**src/rtl/uart_rx_fifo.sv**
```systemverilog
// UART 8N1 receiver with 16x oversampling, framing/overflow flags
// and a small receive FIFO exposing its head combinationally.
module uart_rx_fifo #(
   parameter int FIFO_DEPTH  = 8,
   parameter int SYNC_STAGES = 2
) (
   input  logic        clk,
   input  logic        rst_n,
   input  logic        rx,
   input  logic [31:0] clkdiv,
   input  logic        re,
   output logic [31:0] si,
   output logic        rdy,
   output logic        ferr,
   output logic        ovf,
   input  logic        clr
);

   localparam int AW = $clog2(FIFO_DEPTH);
   localparam logic [AW:0] FULL_CNT = (AW+1)'(FIFO_DEPTH);

   typedef enum logic [2:0] {
      ST_IDLE,
      ST_START,
      ST_DATA,
      ST_STOP,
      ST_BREAK
   } state_t;

   logic [SYNC_STAGES-1:0] sync_q;
   logic                   rxs;

   logic [31:0] tcnt_q;
   logic        tick;

   state_t     state_q, state_d;
   logic [3:0] tc_q, tc_d;
   logic [2:0] bi_q, bi_d;
   logic [7:0] sh_q, sh_d;
   logic       push;
   logic       ferr_set;

   logic [7:0]    mem [FIFO_DEPTH];
   logic [AW-1:0] wp_q, rp_q;
   logic [AW:0]   cnt_q;
   logic          full;
   logic          do_pop;
   logic          do_push;
   logic          ovf_set;

   // metastability guard; idle-high so reset loads ones
   always_ff @(posedge clk) begin
      if (!rst_n) begin
         sync_q <= '1;
      end else begin
         sync_q <= {sync_q[SYNC_STAGES-2:0], rx};
      end
   end

   assign rxs = sync_q[SYNC_STAGES-1];

   assign tick = (tcnt_q == 32'd0);

   always_ff @(posedge clk) begin
      if (!rst_n) begin
         tcnt_q <= '0;
      end else if (tick) begin
         tcnt_q <= clkdiv;
      end else begin
         tcnt_q <= tcnt_q - 32'd1;
      end
   end

   always_ff @(posedge clk) begin
      if (!rst_n) begin
         state_q <= ST_IDLE;
         tc_q    <= '0;
         bi_q    <= '0;
         sh_q    <= '0;
      end else begin
         state_q <= state_d;
         tc_q    <= tc_d;
         bi_q    <= bi_d;
         sh_q    <= sh_d;
      end
   end

   always_comb begin
      state_d  = state_q;
      tc_d     = tc_q;
      bi_d     = bi_q;
      sh_d     = sh_q;
      push     = 1'b0;
      ferr_set = 1'b0;
      if (tick) begin
         unique case (state_q)
            ST_IDLE: begin
               if (!rxs) begin
                  state_d = ST_START;
                  tc_d    = '0;
               end
            end
            ST_START: begin
               // 8th tick lands mid start bit; high there is a glitch
               if (tc_q == 4'd7) begin
                  tc_d = '0;
                  if (!rxs) begin
                     state_d = ST_DATA;
                     bi_d    = '0;
                  end else begin
                     state_d = ST_IDLE;
                  end
               end else begin
                  tc_d = tc_q + 4'd1;
               end
            end
            ST_DATA: begin
               if (tc_q == 4'd15) begin
                  tc_d       = '0;
                  sh_d[bi_q] = rxs;
                  if (bi_q == 3'd7) begin
                     state_d = ST_STOP;
                  end else begin
                     bi_d = bi_q + 3'd1;
                  end
               end else begin
                  tc_d = tc_q + 4'd1;
               end
            end
            ST_STOP: begin
               if (tc_q == 4'd15) begin
                  tc_d = '0;
                  if (rxs) begin
                     push    = 1'b1;
                     state_d = ST_IDLE;
                  end else begin
                     ferr_set = 1'b1;
                     state_d  = ST_BREAK;
                  end
               end else begin
                  tc_d = tc_q + 4'd1;
               end
            end
            ST_BREAK: begin
               if (rxs) begin
                  state_d = ST_IDLE;
               end
            end
            default: begin
               state_d = ST_IDLE;
            end
         endcase
      end
   end

   assign rdy     = (cnt_q != '0);
   assign full    = (cnt_q == FULL_CNT);
   assign do_pop  = re && rdy;
   // a same-cycle pop frees the slot a full FIFO needs
   assign do_push = push && (!full || do_pop);
   assign ovf_set = push && full && !do_pop;

   always_ff @(posedge clk) begin
      if (!rst_n) begin
         wp_q  <= '0;
         rp_q  <= '0;
         cnt_q <= '0;
      end else begin
         if (do_push) begin
            wp_q <= wp_q + AW'(1);
         end
         if (do_pop) begin
            rp_q <= rp_q + AW'(1);
         end
         case ({do_push, do_pop})
            2'b10:   cnt_q <= cnt_q + 1'b1;
            2'b01:   cnt_q <= cnt_q - 1'b1;
            default: cnt_q <= cnt_q;
         endcase
      end
   end

   always_ff @(posedge clk) begin
      if (do_push) begin
         mem[wp_q] <= sh_q;
      end
   end

   assign si = rdy ? {24'h0, mem[rp_q]} : 32'hFFFF_FFFF;

   // a same-cycle set beats clr
   always_ff @(posedge clk) begin
      if (!rst_n) begin
         ferr <= 1'b0;
         ovf  <= 1'b0;
      end else begin
         if (ferr_set) begin
            ferr <= 1'b1;
         end else if (clr) begin
            ferr <= 1'b0;
         end
         if (ovf_set) begin
            ovf <= 1'b1;
         end else if (clr) begin
            ovf <= 1'b0;
         end
      end
   end

endmodule

```
**config.mk**
```make
export PLATFORM = sky130hd
export DESIGN_NAME = uart_rx_fifo
export DESIGN_NICKNAME = d
export VERILOG_FILES = /design/src/rtl/uart_rx_fifo.sv
export SDC_FILE = /design/constraint.sdc
export NUM_CORES = 1
export LEC_CHECK = 0
export BUFFER_PORTS_ARGS = -buffer_cell sky130_fd_sc_hd__buf_2
export CAP_MARGIN = 20
export CELL_PAD_IN_SITES_DETAIL_PLACEMENT = 0
export CELL_PAD_IN_SITES_GLOBAL_PLACEMENT = 1
export CORE_MARGIN = 10
export CORE_UTILIZATION = 48
export CTS_BUF_LIST = sky130_fd_sc_hd__clkbuf_8
export CTS_CLUSTER_SIZE = 16
export DETAILED_ROUTE_END_ITERATION = 7
export GPL_TIMING_DRIVEN = 0
export MAX_ROUTING_LAYER = met4
export PLACE_DENSITY_LB_ADDON = 0.1
export RECOVER_POWER = 50
export SLEW_MARGIN = 40
export SYNTH_ARGS = -nofsm -noshare
export SYNTH_HDL_FRONTEND = slang
export SYNTH_SLANG_ARGS = --single-unit
export TNS_END_PERCENT = 20
```
**constraint.sdc**
```tcl
create_clock -name clk -period 3.3 [get_ports clk]
set_clock_uncertainty 0.15 [all_clocks]
set_input_delay 0.165 -clock clk [delete_from_list [all_inputs] [get_ports clk]]
set_output_delay 0.165 -clock clk [all_outputs]
set_load 0.01 [all_outputs]
```
# Yosys cells after proc, flatten, opt, wreduce, memory -nomap -nowiden
# Memory sizes are Yosys's and may differ from the RTL's. A register that Yosys moved wholly into a read port is not among the register bits.
# Cells that the tools add are included.
# op_classes
n_addsub,7
magnitude_cmp,2
eq_ne,18
n_mux,39
n_reduce_logical,21
# op_table
op,count
$mux 32,2
$mux 3,13
$logic_not 32->1,1
$sub 32x1->32 const B,1
$ne 2x2->1 const B,8
$pmux 3 s5,1
$mux 1,14
$mux 4,3
$pmux 4 s3,1
$add 3x1->3 const B,3
$add 4x1->4 const B,2
$bwmux 8,1
$eq 4x4->1 const B,2
$pmux 4 s2,1
$reduce_bool 2->1,4
$reduce_and 7->1,1
$eq 3x2->1 const B,2
$eq 3x3->1 const B,2
$pmux 3 s2,1
$reduce_and 3->1,2
$reduce_and 6->1,1
$logic_and 1x1->1,5
$eq 4x3->1 const B,1
$lt 3x4->1 const B,1
other kinds (13),14
# totals
reg_bits,64
ramBits,64
input_bits,37
mem_count,1
# memory_table
name,words,word_bits,rd,rd_ports_with_merged_regs,wr,line,rtl
mem,8,8,1,1,1,43,logic [7:0] mem [FIFO_DEPTH];

# Logic depth before layout (Yosys ltp)
# logic_depth
word_depth,7
mapped_depth,12
ltp_nobuf,11

# Worst setup path after synthesis
# Ideal clock, no wire load.
# synth_path
path_kind,register to register
startpoint,register tcnt_q[0]
endpoint,"memory mem[0][0], enable pin"
setup_ns,0.395
arrival_ns,2.443
slack_ns,0.312
path_stages_with_launch,8
synth_period_minus_slack_ns,2.988
path_cell_list,dfxtp_1 -> inv_1 -> ha_1 -> nor3b_1 -> nand4_2 -> nor3_1 -> nand2_1 -> nor4_1
# synth_via
elab_chain_len,5
# synth_rtl
element,line,rtl
start: declaration,33,logic [31:0] tcnt_q;
start signal: assignment,68,tcnt_q <= clkdiv;
start signal: assignment,70,tcnt_q <= tcnt_q - 32'd1;
$logic_not 32->1,62,assign tick = (tcnt_q == 32'd0);
$mux 1,95,if (tick) begin
$logic_and 1x1->1,160,assign do_push = push && (!full || do_pop);
$mux 1,184,if (do_push) begin
$mux 1 (not written as such),185,mem[wp_q] <= sh_q;
end: declaration,43,
# No other way between the ends.

# Worst setup path after layout
# layout_path
startpoint,register cnt_q[1]
endpoint,output port si[23]
# layout_via
elab_chain_len,2
# layout_rtl
element,line,rtl
start: declaration,45,logic [AW:0] cnt_q;
start signal: assignment,176,2'b10: cnt_q <= cnt_q + 1'b1;
start signal: assignment,177,2'b01: cnt_q <= cnt_q - 1'b1;
start signal: assignment,178,default: cnt_q <= cnt_q;
$reduce_bool 4->1,156,assign rdy = (cnt_q != '0);
$mux 32,189,"assign si = rdy ? {24'h0, mem[rp_q]} : 32'hFFFF_FFFF;"
end: declaration,12,"output logic [31:0] si,"
# No other way between the ends.

==> flow_metrics.tcl <==
set metrics [dict create \
    outcome "finished, final reports clean" \
    max_freq_mhz 323.6 \
    comb_power_share 0.424 \
    synth.most_common_cell "dfxtp_1" \
    yosysSeqAreaShare 0.5220 \
    ios 72 \
    crit_required_ns 2.98 \
    antenna_found_initial 0 \
    hp-class "input port to flop" \
    routed_wl_um 15200 \
    synth_area_mm2 0.006251 \
    synthTopCellsByCount "dfxtp_1, edfxtp_1, nor2_1" \
    clkSinkCount 131 \
    cts_tree "built" \
    viasPerCell 5.315 \
    gr-usage-met3 0.03547 \
    cp_top_family "buffers and inverters" \
    hold_slack_ns 0.02111 \
    synth_top_area_frac 0.3074 \
    yosys_warnings 0 \
    row_count 41 \
    cpMostUsedCell "clkbuf_1" \
    drv_slew 0 \
    layout-drive-gt1-share 0.2336 \
    post-route-period-util 0.9365 \
    met2_usage 0.2993 \
    synthCells 560 \
    clock_path_buffers 2 \
    p_clk_frac 0.225 \
    hpwl_um 10820 \
    diodes 0 \
    finalPower_mw 5.781 \
    yosysUniqueCellTypes 59 \
    drt_first_pass_iters 4 \
    power_density_mw_per_mm2 764.1 \
    peakVddDrop_mv 0.4806 \
    grt_pass1_vias 4747 \
    dieWidth_um 134.1 \
    overflow 0 \
    cp_cell_sequence "clkbuf_1 -> or4_1 -> clkbuf_1 -> clkbuf_1 -> inv_1 -> buf_4 -> buf_2" \
    die_h_um 134.1 \
    criticalPathCategory "flop to output port" \
    final_nets 733 \
    cts_buffers 17 \
    syn_nets 604 \
    ys_ff_latch 131 \
    ys.flop_type "dfxtp_1" \
    drtIter0Drc 326 \
    syn_avg_cell_area_um2 11.16 \
    cts_setup_buffers 0 \
    grt_pass1_wl_um 25040 \
    wire_per_inst_um 17.39 \
    area_delta_synth_final_pct 21.02 \
    route.detailed.drc 0 \
    antenna_left 0 \
    clk_pin_slew_worst_paths_ns 0.07 \
    seqPwrFrac 0.351 \
    critPathMaxFanout 24 \
    synth_edf_count 64 \
    crit_slowest_cell "inv_1" \
    clockRootBuffer "clkbuf_8" \
    regArea_mm2 0.003263 \
    leakagePower_nw 2.740 \
    grt_max_degree 25 \
    start_util 0.4933 \
    num_vias 4645 \
    synth_area_leaders "edfxtp_1, dfxtp_1, mux4_2, mux2i_1, buf_4" \
    cts_htree_levels 4 \
    hold_violations 0 \
    slew_headroom 0.4771 \
    track_usage 0.1795 \
    p_int_mw 3.597 \
    power.share.switching 0.3778 \
    grt_setup_unrepaired "true" \
    cap_violations 0 \
    grt-busiest-layer "met2" \
    coreArea_mm2 0.01267 \
    endpoint_kind "output port" \
    switching_power_mw 2.184 \
    layout_min_cycle_time_ns 3.090 \
    crit_buf_inv 6 \
    multiInputGateArea_mm2 0.002641 \
    die_area_mm2 0.01799 \
    max_stage_delay_ns 0.55 \
    synthArstFlopShare 0 \
    fillers 1130 \
    portBuffers 69 \
    worst_pin_slew_ns 0.7814 \
    setup_viol 0 \
    yosys.area.top_type "edfxtp_1" \
    crit_path_start_kind "flop" \
    gp_congestion 0.8579 \
    worstSkewPairLatency_ns 0.44 \
    arrival_ns 2.78 \
    met1_usage 0.2121 \
]
-- path summary, 6_finish.rpt --
| check | from | endpoint | slack, ns | cells after the start |
|---|---|---|---|---|
| worst max-delay path | cnt_q[1] | si[23] | 0.21 | 7 |
| worst min-delay path | rst_n | cnt_q[2] | 0.02 | 3 |
| worst max register to register | tc_q[0] | mem[0][6] | 0.28 | 9 |
| worst min register to register | sync_q[0] | sync_q[1] | 0.27 | 1 |
-- placed cells by master, fill, tap and decap left out, types with 6 or more instances in the layout --
cell / count
a211oi_1: 8
a21oi_1: 25
buf_2: 74
buf_4: 26
clkbuf_1: 32
clkbuf_8: 17
dfxtp_1: 67
dlygate4sd3_1: 35
edfxtp_1: 64
ha_1: 7
inv_1: 7
mux2i_1: 22
mux4_2: 16
nand2_1: 41
nand2b_1: 10
nand3_1: 12
nand4_1: 12
nand4b_1: 6
nor2_1: 46
nor3_1: 18
nor3_2: 6
nor4_1: 18
o21ai_0: 24
or4_1: 10
xnor2_1: 18
xor2_1: 8
-- logic make-up (layout without fill, tap and decap cells) --
| kind of cell | after synthesis | count (layout) | share of synthesized area |
|---|---|---|---|
| DFF | 131 | 131 | 0.5220 |
| xor gates and xnor gates | 26 | 26 | 0.03643 |
| AOI/OAI and AO/OA | 80 | 80 | 0.07907 |
| buffers and inverters | 66 | 208 | 0.05624 |
| adders and majority gates | 7 | 7 | 0.01401 |
| and+or+nand+nor | 212 | 212 | 0.1994 |
| muxes | 38 | 38 | 0.09287 |
-- final cells by class --
type,instances,area share
multi-input cells,363,0.3492
well taps,172,0.02845
repair buffers,110,0.09626
clock buffers,17,0.03093
inverters,7,0.003473
plain buffers,59,0.04168
clock inverters,15,0.01869
flip-flops and latches,131,0.4314
-- what timing repair did --
| action | 4_1_cts | 5_1_grt |
|---|---|---|
| hold buffers | 35 | 0 |
| gates resized for setup | 2 | 1 |
| gates cloned | 0 | 0 |
| endpoints found under the hold margin | 37 | 0 |
| setup endpoints to repair | 35 | 63 |
-- metrics by stage --
stage | util | cells | area, µm² | setup WS (ns) | TNS [ns]
after floorplan | - | 560 | 6251 | 0.3123 | 0
final | 0.5970 | 874 | 7565 | 0.2097 | 0
after global placement | 0.5376 | 801 | 6812 | -1.077 | -26.31
after global routing | 0.5970 | 874 | 7565 | -0.01492 | -0.04537
after CTS | 0.6005 | 874 | 7609 | 0.1096 | 0
after detailed placement | 0.5424 | 807 | 6873 | -0.09431 | -1.043
-- tightest hold or removal path: stages --
cell      delay, ns
clkbuf_1       0.18
nand2_1        0.14
o311ai_1       0.08
-- flip-flops by register name, indices dropped and copies added (netlist names), named ones only --
signal   count
ovf          1
ferr         1
bi_q         3
wp_q         3
state_q      3
sync_q       2
rp_q         3
tc_q         4
cnt_q        4
sh_q         8
mem         64
tcnt_q      32
-- layer usage --
metal / share of wire / wire length [µm] / vias to the layer above
met4: 0.014 / 215 / 0
met2: 0.51 / 7735 / 74
met5: 0 / 0 / -
li1: - / - / 2336
met1: 0.45 / 6802 / 2214
met3: 0.029 / 445 / 21
-- power by group through the flow --
stage | clock [mW] | sequential (mW) | combinational [mW]
after floorplan | 0 | 2.02 | 1.82
after global placement | 0 | 2.05 | 2.44
after detailed placement | 0 | 2.06 | 2.48
after CTS | 1.32 | 2.02 | 2.53
after global routing | 1.39 | 2.05 | 2.70
final | 1.30 | 2.03 | 2.45
No activity file was read; power rests on OpenSTA's default activity.
